<file path="src/rtl/decoder_pkg.sv">
// Shared types and encodings for the 24-bit-instruction decode stage.
// Holds the opcode map, ALU / writeback / PC-source encodings and the control word.
// Optional illegal-opcode flag is controlled by DECODER_ILLEGAL_FLAG_EN (see decoder_unit).
package decoder_pkg;

    typedef enum logic [3:0] {
        OP_LOSC  = 4'h0,
        OP_XOR   = 4'h1,
        OP_ADD   = 4'h2,
        OP_SUB   = 4'h3,
        OP_MUL   = 4'h4,
        OP_RSHF  = 4'h5,
        OP_LSHF  = 4'h6,
        OP_INC   = 4'h7,
        OP_JE    = 4'h8,
        OP_JNE   = 4'h9,
        OP_JMP   = 4'hA,
        OP_RSVD  = 4'hB,
        OP_STPIX = 4'hC,
        OP_LOPIX = 4'hD,
        OP_SMEM  = 4'hE,
        OP_LMEM  = 4'hF
    } opcode_e;

    localparam logic [2:0] ALU_ADD  = 3'b000;
    localparam logic [2:0] ALU_SUB  = 3'b001;
    localparam logic [2:0] ALU_XOR  = 3'b010;
    localparam logic [2:0] ALU_MUL  = 3'b011;
    localparam logic [2:0] ALU_RSHF = 3'b100;
    localparam logic [2:0] ALU_LSHF = 3'b101;
    localparam logic [2:0] ALU_INC  = 3'b110;

    localparam logic [1:0] WB_ALU  = 2'b00;
    localparam logic [1:0] WB_DMEM = 2'b01;
    localparam logic [1:0] WB_IMM  = 2'b10;
    localparam logic [1:0] WB_PIX  = 2'b11;

    localparam logic [2:0] PC_NEXT = 3'b000;
    localparam logic [2:0] PC_JMP  = 3'b001;
    localparam logic [2:0] PC_JE   = 3'b010;
    localparam logic [2:0] PC_JNE  = 3'b011;

    // Which instruction field feeds the Immediate output
    typedef enum logic [1:0] {
        IMM_NONE  = 2'b00,
        IMM_ITYPE = 2'b01,
        IMM_JUMP  = 2'b10
    } imm_sel_e;

    // One field per decode-stage output; all-zero is the NOP
    typedef struct packed {
        logic        mem_write;
        logic [1:0]  wb_sel;
        logic [3:0]  rd;
        logic [15:0] imm;
        logic        wmem_src;
        logic        we_sc;
        logic        we_vec;
        logic        ovw_nz;
        logic [2:0]  pc_sel;
        logic [2:0]  alu_op;
    } ctrl_word_t;

    localparam ctrl_word_t CTRL_NOP = '0;

    // Immediate is zero-extended 12 bits for I-type, the full low half for jumps
    function automatic logic [15:0] extract_imm(input logic [23:0] instr, input imm_sel_e sel);
        logic [15:0] imm;
        imm = 16'h0000;
        case (sel)
            IMM_ITYPE: imm = {4'b0000, instr[11:0]};
            IMM_JUMP:  imm = instr[15:0];
            default:   imm = 16'h0000;
        endcase
        return imm;
    endfunction

endpackage

</file>
<file path="src/rtl/decoder_ctrl_rom.sv">
// Opcode to control-word table; instruction fields are merged in by decoder_unit.
// Latency: purely combinational.
// Backpressure: none, stateless.
import decoder_pkg::*;

module decoder_ctrl_rom (
    input  opcode_e    opcode_i,
    output ctrl_word_t ctrl_o,
    output logic       reg_wr_o,
    output logic       en_by_rd_o,
    output imm_sel_e   imm_sel_o,
    output logic       wmem_by_bit15_o
`ifdef DECODER_ILLEGAL_FLAG_EN
    ,
    output logic       illegal_o
`endif
);

    // Per-opcode control template; register-file selection by rd[3] is flagged, not resolved here
    always_comb begin
        ctrl_o          = CTRL_NOP;
        reg_wr_o        = 1'b0;
        en_by_rd_o      = 1'b0;
        imm_sel_o       = IMM_NONE;
        wmem_by_bit15_o = 1'b0;
        case (opcode_i)
            OP_LOSC: begin
                ctrl_o.wb_sel = WB_IMM;
                ctrl_o.we_sc  = 1'b1;
                reg_wr_o      = 1'b1;
                imm_sel_o     = IMM_ITYPE;
            end
            OP_XOR, OP_ADD, OP_SUB, OP_MUL, OP_RSHF, OP_LSHF, OP_INC: begin
                ctrl_o.wb_sel = WB_ALU;
                ctrl_o.ovw_nz = 1'b1;
                reg_wr_o      = 1'b1;
                en_by_rd_o    = 1'b1;
                case (opcode_i)
                    OP_XOR:  ctrl_o.alu_op = ALU_XOR;
                    OP_SUB:  ctrl_o.alu_op = ALU_SUB;
                    OP_MUL:  ctrl_o.alu_op = ALU_MUL;
                    OP_RSHF: ctrl_o.alu_op = ALU_RSHF;
                    OP_LSHF: ctrl_o.alu_op = ALU_LSHF;
                    OP_INC:  ctrl_o.alu_op = ALU_INC;
                    default: ctrl_o.alu_op = ALU_ADD;
                endcase
            end
            OP_JE: begin
                ctrl_o.pc_sel = PC_JE;
                imm_sel_o     = IMM_JUMP;
            end
            OP_JNE: begin
                ctrl_o.pc_sel = PC_JNE;
                imm_sel_o     = IMM_JUMP;
            end
            OP_JMP: begin
                ctrl_o.pc_sel = PC_JMP;
                imm_sel_o     = IMM_JUMP;
            end
            OP_STPIX: begin
                ctrl_o.mem_write = 1'b1;
                ctrl_o.wmem_src  = 1'b1;
                imm_sel_o        = IMM_ITYPE;
            end
            OP_LOPIX: begin
                // Pixel load always targets the vector file; the I-type field is its address
                ctrl_o.wb_sel = WB_PIX;
                ctrl_o.we_vec = 1'b1;
                reg_wr_o      = 1'b1;
                imm_sel_o     = IMM_ITYPE;
            end
            OP_SMEM: begin
                ctrl_o.mem_write = 1'b1;
                wmem_by_bit15_o  = 1'b1;
                imm_sel_o        = IMM_ITYPE;
            end
            OP_LMEM: begin
                ctrl_o.wb_sel = WB_DMEM;
                reg_wr_o      = 1'b1;
                en_by_rd_o    = 1'b1;
                imm_sel_o     = IMM_ITYPE;
            end
            default: ctrl_o = CTRL_NOP;  // OP_RSVD
        endcase
    end

`ifdef DECODER_ILLEGAL_FLAG_EN
    // Only the reserved opcode is flagged
    assign illegal_o = (opcode_i == OP_RSVD);
`endif

endmodule

</file>
<file path="src/rtl/decoder_unit.sv">
// Decode stage: instruction -> registered execute-stage control signals.
// Latency: 1 clk from instruction to outputs; rst > flush > stall > load.
// Backpressure: stall holds every output; flush loads NOP. DECODER_ILLEGAL_FLAG_EN adds illegal_op.
import decoder_pkg::*;

module decoder_unit (
    input  logic        clk,
    input  logic        rst,
    input  logic [23:0] instruction,
    input  logic        stall,
    input  logic        flush,
    output logic        MemoryWrite,
    output logic [1:0]  WriteRegFrom,
    output logic [3:0]  RegToWrite,
    output logic [15:0] Immediate,
    output logic        writeMemFrom,
    output logic        RegWriteEnSc,
    output logic        RegWriteEnVec,
    output logic        OverWriteNz,
    output logic [2:0]  PcWriteEn,
    output logic [2:0]  AluOpCode
`ifdef DECODER_ILLEGAL_FLAG_EN
    ,
    output logic        illegal_op
`endif
);

    ctrl_word_t rom_ctrl;
    ctrl_word_t ctrl_d;
    ctrl_word_t ctrl_q;
    logic       rom_reg_wr;
    logic       rom_en_by_rd;
    imm_sel_e   rom_imm_sel;
    logic       rom_wmem_by_bit15;
    logic [3:0] rd;

    // Bits [19:16] carry no information for any opcode
    logic unused_fields;
    assign unused_fields = ^instruction[19:16];

    assign rd = instruction[15:12];

`ifdef DECODER_ILLEGAL_FLAG_EN
    logic illegal_d;
    logic illegal_q;
`endif

    decoder_ctrl_rom u_rom (
        .opcode_i        (opcode_e'(instruction[23:20])),
        .ctrl_o          (rom_ctrl),
        .reg_wr_o        (rom_reg_wr),
        .en_by_rd_o      (rom_en_by_rd),
        .imm_sel_o       (rom_imm_sel),
        .wmem_by_bit15_o (rom_wmem_by_bit15)
`ifdef DECODER_ILLEGAL_FLAG_EN
        ,
        .illegal_o       (illegal_d)
`endif
    );

    // Merge instruction fields into the opcode template
    always_comb begin
        ctrl_d     = rom_ctrl;
        ctrl_d.imm = extract_imm(instruction, rom_imm_sel);
        if (rom_reg_wr) begin
            ctrl_d.rd = rd;
        end
        if (rom_en_by_rd) begin
            ctrl_d.we_vec = rd[3];
            ctrl_d.we_sc  = ~rd[3];
        end
        if (rom_wmem_by_bit15) begin
            ctrl_d.wmem_src = instruction[15];
        end
    end

    // Output register: reset and flush load NOP, stall holds
    always_ff @(posedge clk) begin
        if (rst || flush) begin
            ctrl_q <= CTRL_NOP;
        end else if (!stall) begin
            ctrl_q <= ctrl_d;
        end
    end

`ifdef DECODER_ILLEGAL_FLAG_EN
    // Illegal flag follows the same load/hold/clear rules as the control word
    always_ff @(posedge clk) begin
        if (rst || flush) begin
            illegal_q <= 1'b0;
        end else if (!stall) begin
            illegal_q <= illegal_d;
        end
    end

    assign illegal_op = illegal_q;
`endif

    assign MemoryWrite   = ctrl_q.mem_write;
    assign WriteRegFrom  = ctrl_q.wb_sel;
    assign RegToWrite    = ctrl_q.rd;
    assign Immediate     = ctrl_q.imm;
    assign writeMemFrom  = ctrl_q.wmem_src;
    assign RegWriteEnSc  = ctrl_q.we_sc;
    assign RegWriteEnVec = ctrl_q.we_vec;
    assign OverWriteNz   = ctrl_q.ovw_nz;
    assign PcWriteEn     = ctrl_q.pc_sel;
    assign AluOpCode     = ctrl_q.alu_op;

endmodule

</file>
<file path="config.mk">
export PLATFORM = sky130hd
export DESIGN_NAME = decoder_unit
export DESIGN_NICKNAME = d
export VERILOG_FILES = /design/src/rtl/decoder_pkg.sv /design/src/rtl/decoder_ctrl_rom.sv /design/src/rtl/decoder_unit.sv
export SDC_FILE = /design/constraint.sdc
export NUM_CORES = 1
export LEC_CHECK = 0
export CAP_MARGIN = 10
export CORE_ASPECT_RATIO = 0.8
export CORE_MARGIN = 5
export CORE_UTILIZATION = 45
export DETAILED_ROUTE_END_ITERATION = 12
export PLACE_DENSITY = 0.81
export SYNTH_ARGS = -nofsm -noshare
export SYNTH_HDL_FRONTEND = slang
export SYNTH_SLANG_ARGS = --single-unit
</file>
<file path="constraint.sdc">
create_clock -name clk -period 4.4 [get_ports clk]
set_input_delay 0.66 -clock clk [delete_from_list [all_inputs] [get_ports clk]]
set_output_delay 0.66 -clock clk [all_outputs]
set_load 0.02 [all_outputs]
</file>
==> impl_results.md <==
- Status: finished, final reports clean
- Register area share after synthesis: 44.99%
- Main synth FF type: dfxtp_1
- Unique masters post-synth: 35
- GR Util All Layers: approximately 18%
- Least-Margin Pin Slew: between 1 and 1.5 ns
- RSZ-0062 raised after global routing: no
- Ys async rst share: 0%
- Antenna fix cells: 0
- Cell depth of the worst flop-to-flop path: 2
- Synth Instances: 168
- Most frequent cells in the layout: clkdlybuf4s50_1 (55), dfxtp_1 (32), a21oi_1 (25)
- Slew Limit Headroom: a little under a third
- Fmax: approximately 380 MHz
- Detailed-route DRC error count: 0
- Avg WL per Cell: 14.19 um
- HP Start: OverWriteNz
- Commonest non-fill, non-tap cell in the layout: clkdlybuf4s50_1
- Die Ht: 60.31 um
- First-pass DRT Iterations: 4
- Worst Path Arrival: between 2 and 3 ns
- ANT nets after route: 0
- Via count: 1347
- Routed WL: 3605 um
- # Post-CTS Setup Buffers: 0
- Vias in the first global route: 1317
- CTS Buf Count: 5
- Clk root buf: clkbuf_8
- DRT iter0 DRCs: 43
- Fillers: 259
- Nets: ~240
- First-pass GRT wire length: 6003 um
- Overflow after GRT: 0
- P_leak: 0.6812 nW
- WS Path Type: in2reg
- Yosys reg bits: 32
- CTS Sinks: 32
- Die width: 72.89 um
- Post-synthesis cell area: 1424 um2
- Number of synthesized flops with an enable pin: 0
- Layout area overhead: 41.65%
- CP startpoint kind: input pin
- Clock skew: 0 ns
- Syn_area_per_cell: 8.475 um2
- Clock-pin slew on the worst setup and hold paths: 0.06 ns
- Vias/cell: 5.303
- Share of post-route cells with drive strength above 1: 5.140%
- PwrDens: just under 300 nW/um2
- CTS resizes: 0
- Initial antenna violation count: 0
- Ys Warns: 0
- Crit path time final: 2.644 ns
- Syn Nets: 198
- GPL Wtd Cong: 0.7437
- Worst min-delay path endpoint: OverWriteNz
- Critical-path maximum fanout: 13
- Clock latency at the later pin of the worst-skew pair: 0.27 ns
- CTS max path bufs: 2
- Die area: 4396 um2
- Tightest Hold Check Type: reg2reg
- Hold path depth: 2
- Setup crit start: instruction[23]
- R2R Path End: RegWriteEnVec
- Setup_tns: 0 ns
- H-Tree Depth: 2
- CP endpoint kind: flip-flop
- Post-DP HPWL: 2661 um
- Post-route clock period utilization: 60.08%
- I/O Buffers: 55
- CTS tree: yes
- IO Pins: 61
- Max VDD drop: around 0.25 mV
- Final setup viols: 0
- Largest net degree at the start of global routing: 32
- Final hold violations: 0
- Slew Limit Fails: 0
- Core area: 3063 um2
- Cts hold-fix bufs: 0
- Worst endpoint required time: 4.60 ns
- Site Rows: 18
- Fin Hold WS: around 0.46 ns
- Flop2flop setup slack: roughly 3.6 ns
- RR Startpoint: RegWriteEnVec
- Initial Util: 46.49%
- Max cap viols: 0
-- cell type report --
class / count / area (um2) / area share, %
clock buffer: 6 / 72.57 / 3.598
tap: 40 / 50.05 / 2.481
multi-input combinational: 114 / 671.9 / 33.31
clock inverter: 1 / 5.005 / 0.2481
timing repair buffer: 56 / 558.0 / 27.67
inverter: 5 / 18.77 / 0.9305
sequential: 32 / 640.6 / 31.76
-- registers in the layout, indices dropped and copies added, names as in the netlist, 2 cells and up --
register / count
Immediate: 16
RegToWrite: 4
AluOpCode: 3
PcWriteEn: 2
WriteRegFrom: 2
-- power by group --
part           switching (mW)  internal (mW)  leakage (nW)
Sequential            0.00234          0.294         0.259
Combinational          0.0467         0.0395         0.382
Clock                  0.0961          0.107        0.0410
-- worst max path at each step --
stage / endpoint / slack (ns) / cells past startpoint
after global placement: Immediate[10] / 1.57 / 7
after detailed placement: Immediate[12] / 1.48 / 7
after CTS: Immediate[14] / 1.76 / 7
after global routing: Immediate[10] / 1.55 / 7
final: Immediate[14] / 1.76 / 7
after floorplan: Immediate[10] / 2.41 / 8
-- logic make-up after synthesis --
| kind of cell | count (synthesis) | share of synthesized area, % |
|---|---|---|
| compound gates | 56 | 25.84 |
| simple gates | 52 | 17.40 |
| flops | 32 | 44.99 |
| buf+inv | 22 | 7.821 |
| fa+ha+maj | 2 | 1.757 |
| xor+xnor | 2 | 1.230 |
| other cells | 1 | 0.2634 |
| mux | 1 | 0.7030 |
-- layer usage --
layer / part of all wire [%] / GRT usage [%] / vias up
met5: 0 / 0 / -
met1: 42 / 20.97 / 625
met2: 49 / 29.82 / 43
met4: 0.25 / 5.526 / 0
met3: 8.6 / 6.218 / 2
li1: - / - / 677
-- cells in the mapped netlist, types with 2 or more instances --
cell | count | share of area (%)
nor2b_1 | 2 | 0.88
buf_2 | 8 | 2.8
nand3_1 | 9 | 3.2
nor2_1 | 10 | 2.6
a22oi_1 | 6 | 3.2
dfxtp_1 | 32 | 45
ha_1 | 2 | 1.8
nand2_1 | 24 | 6.3
inv_1 | 5 | 1.3
a21oi_1 | 25 | 8.8
o211ai_1 | 14 | 7.4
o2111ai_1 | 2 | 1.2
clkbuf_1 | 3 | 0.79
buf_4 | 5 | 2.6
-- critical path: stages --
cell             delay (ns)
clkdlybuf4s50_1        0.74
nor2b_1                0.25
and2_1                 0.18
ha_1                   0.44
nor2b_1                0.36
a22oi_1                0.11
nor2_1                 0.11
-- stage by stage --
| stage | instance area [um2] | util, % | worst slack (ns) | total power [mW] | cells |
|---|---|---|---|---|---|
| global placement | 1939 | 63.32 | 1.570 | 0.3863 | 247 |
| CTS | 2017 | 65.85 | 1.761 | 0.5906 | 254 |
| detailed placement | 1939 | 63.32 | 1.477 | 0.3892 | 247 |
| global route | 2017 | 65.85 | 1.546 | 0.6137 | 254 |
| floorplan | 1424 | - | 2.413 | 0.3542 | 168 |
| finish | 2017 | 65.85 | 1.756 | 0.5861 | 254 |
(Power assumes the default switching activity.)
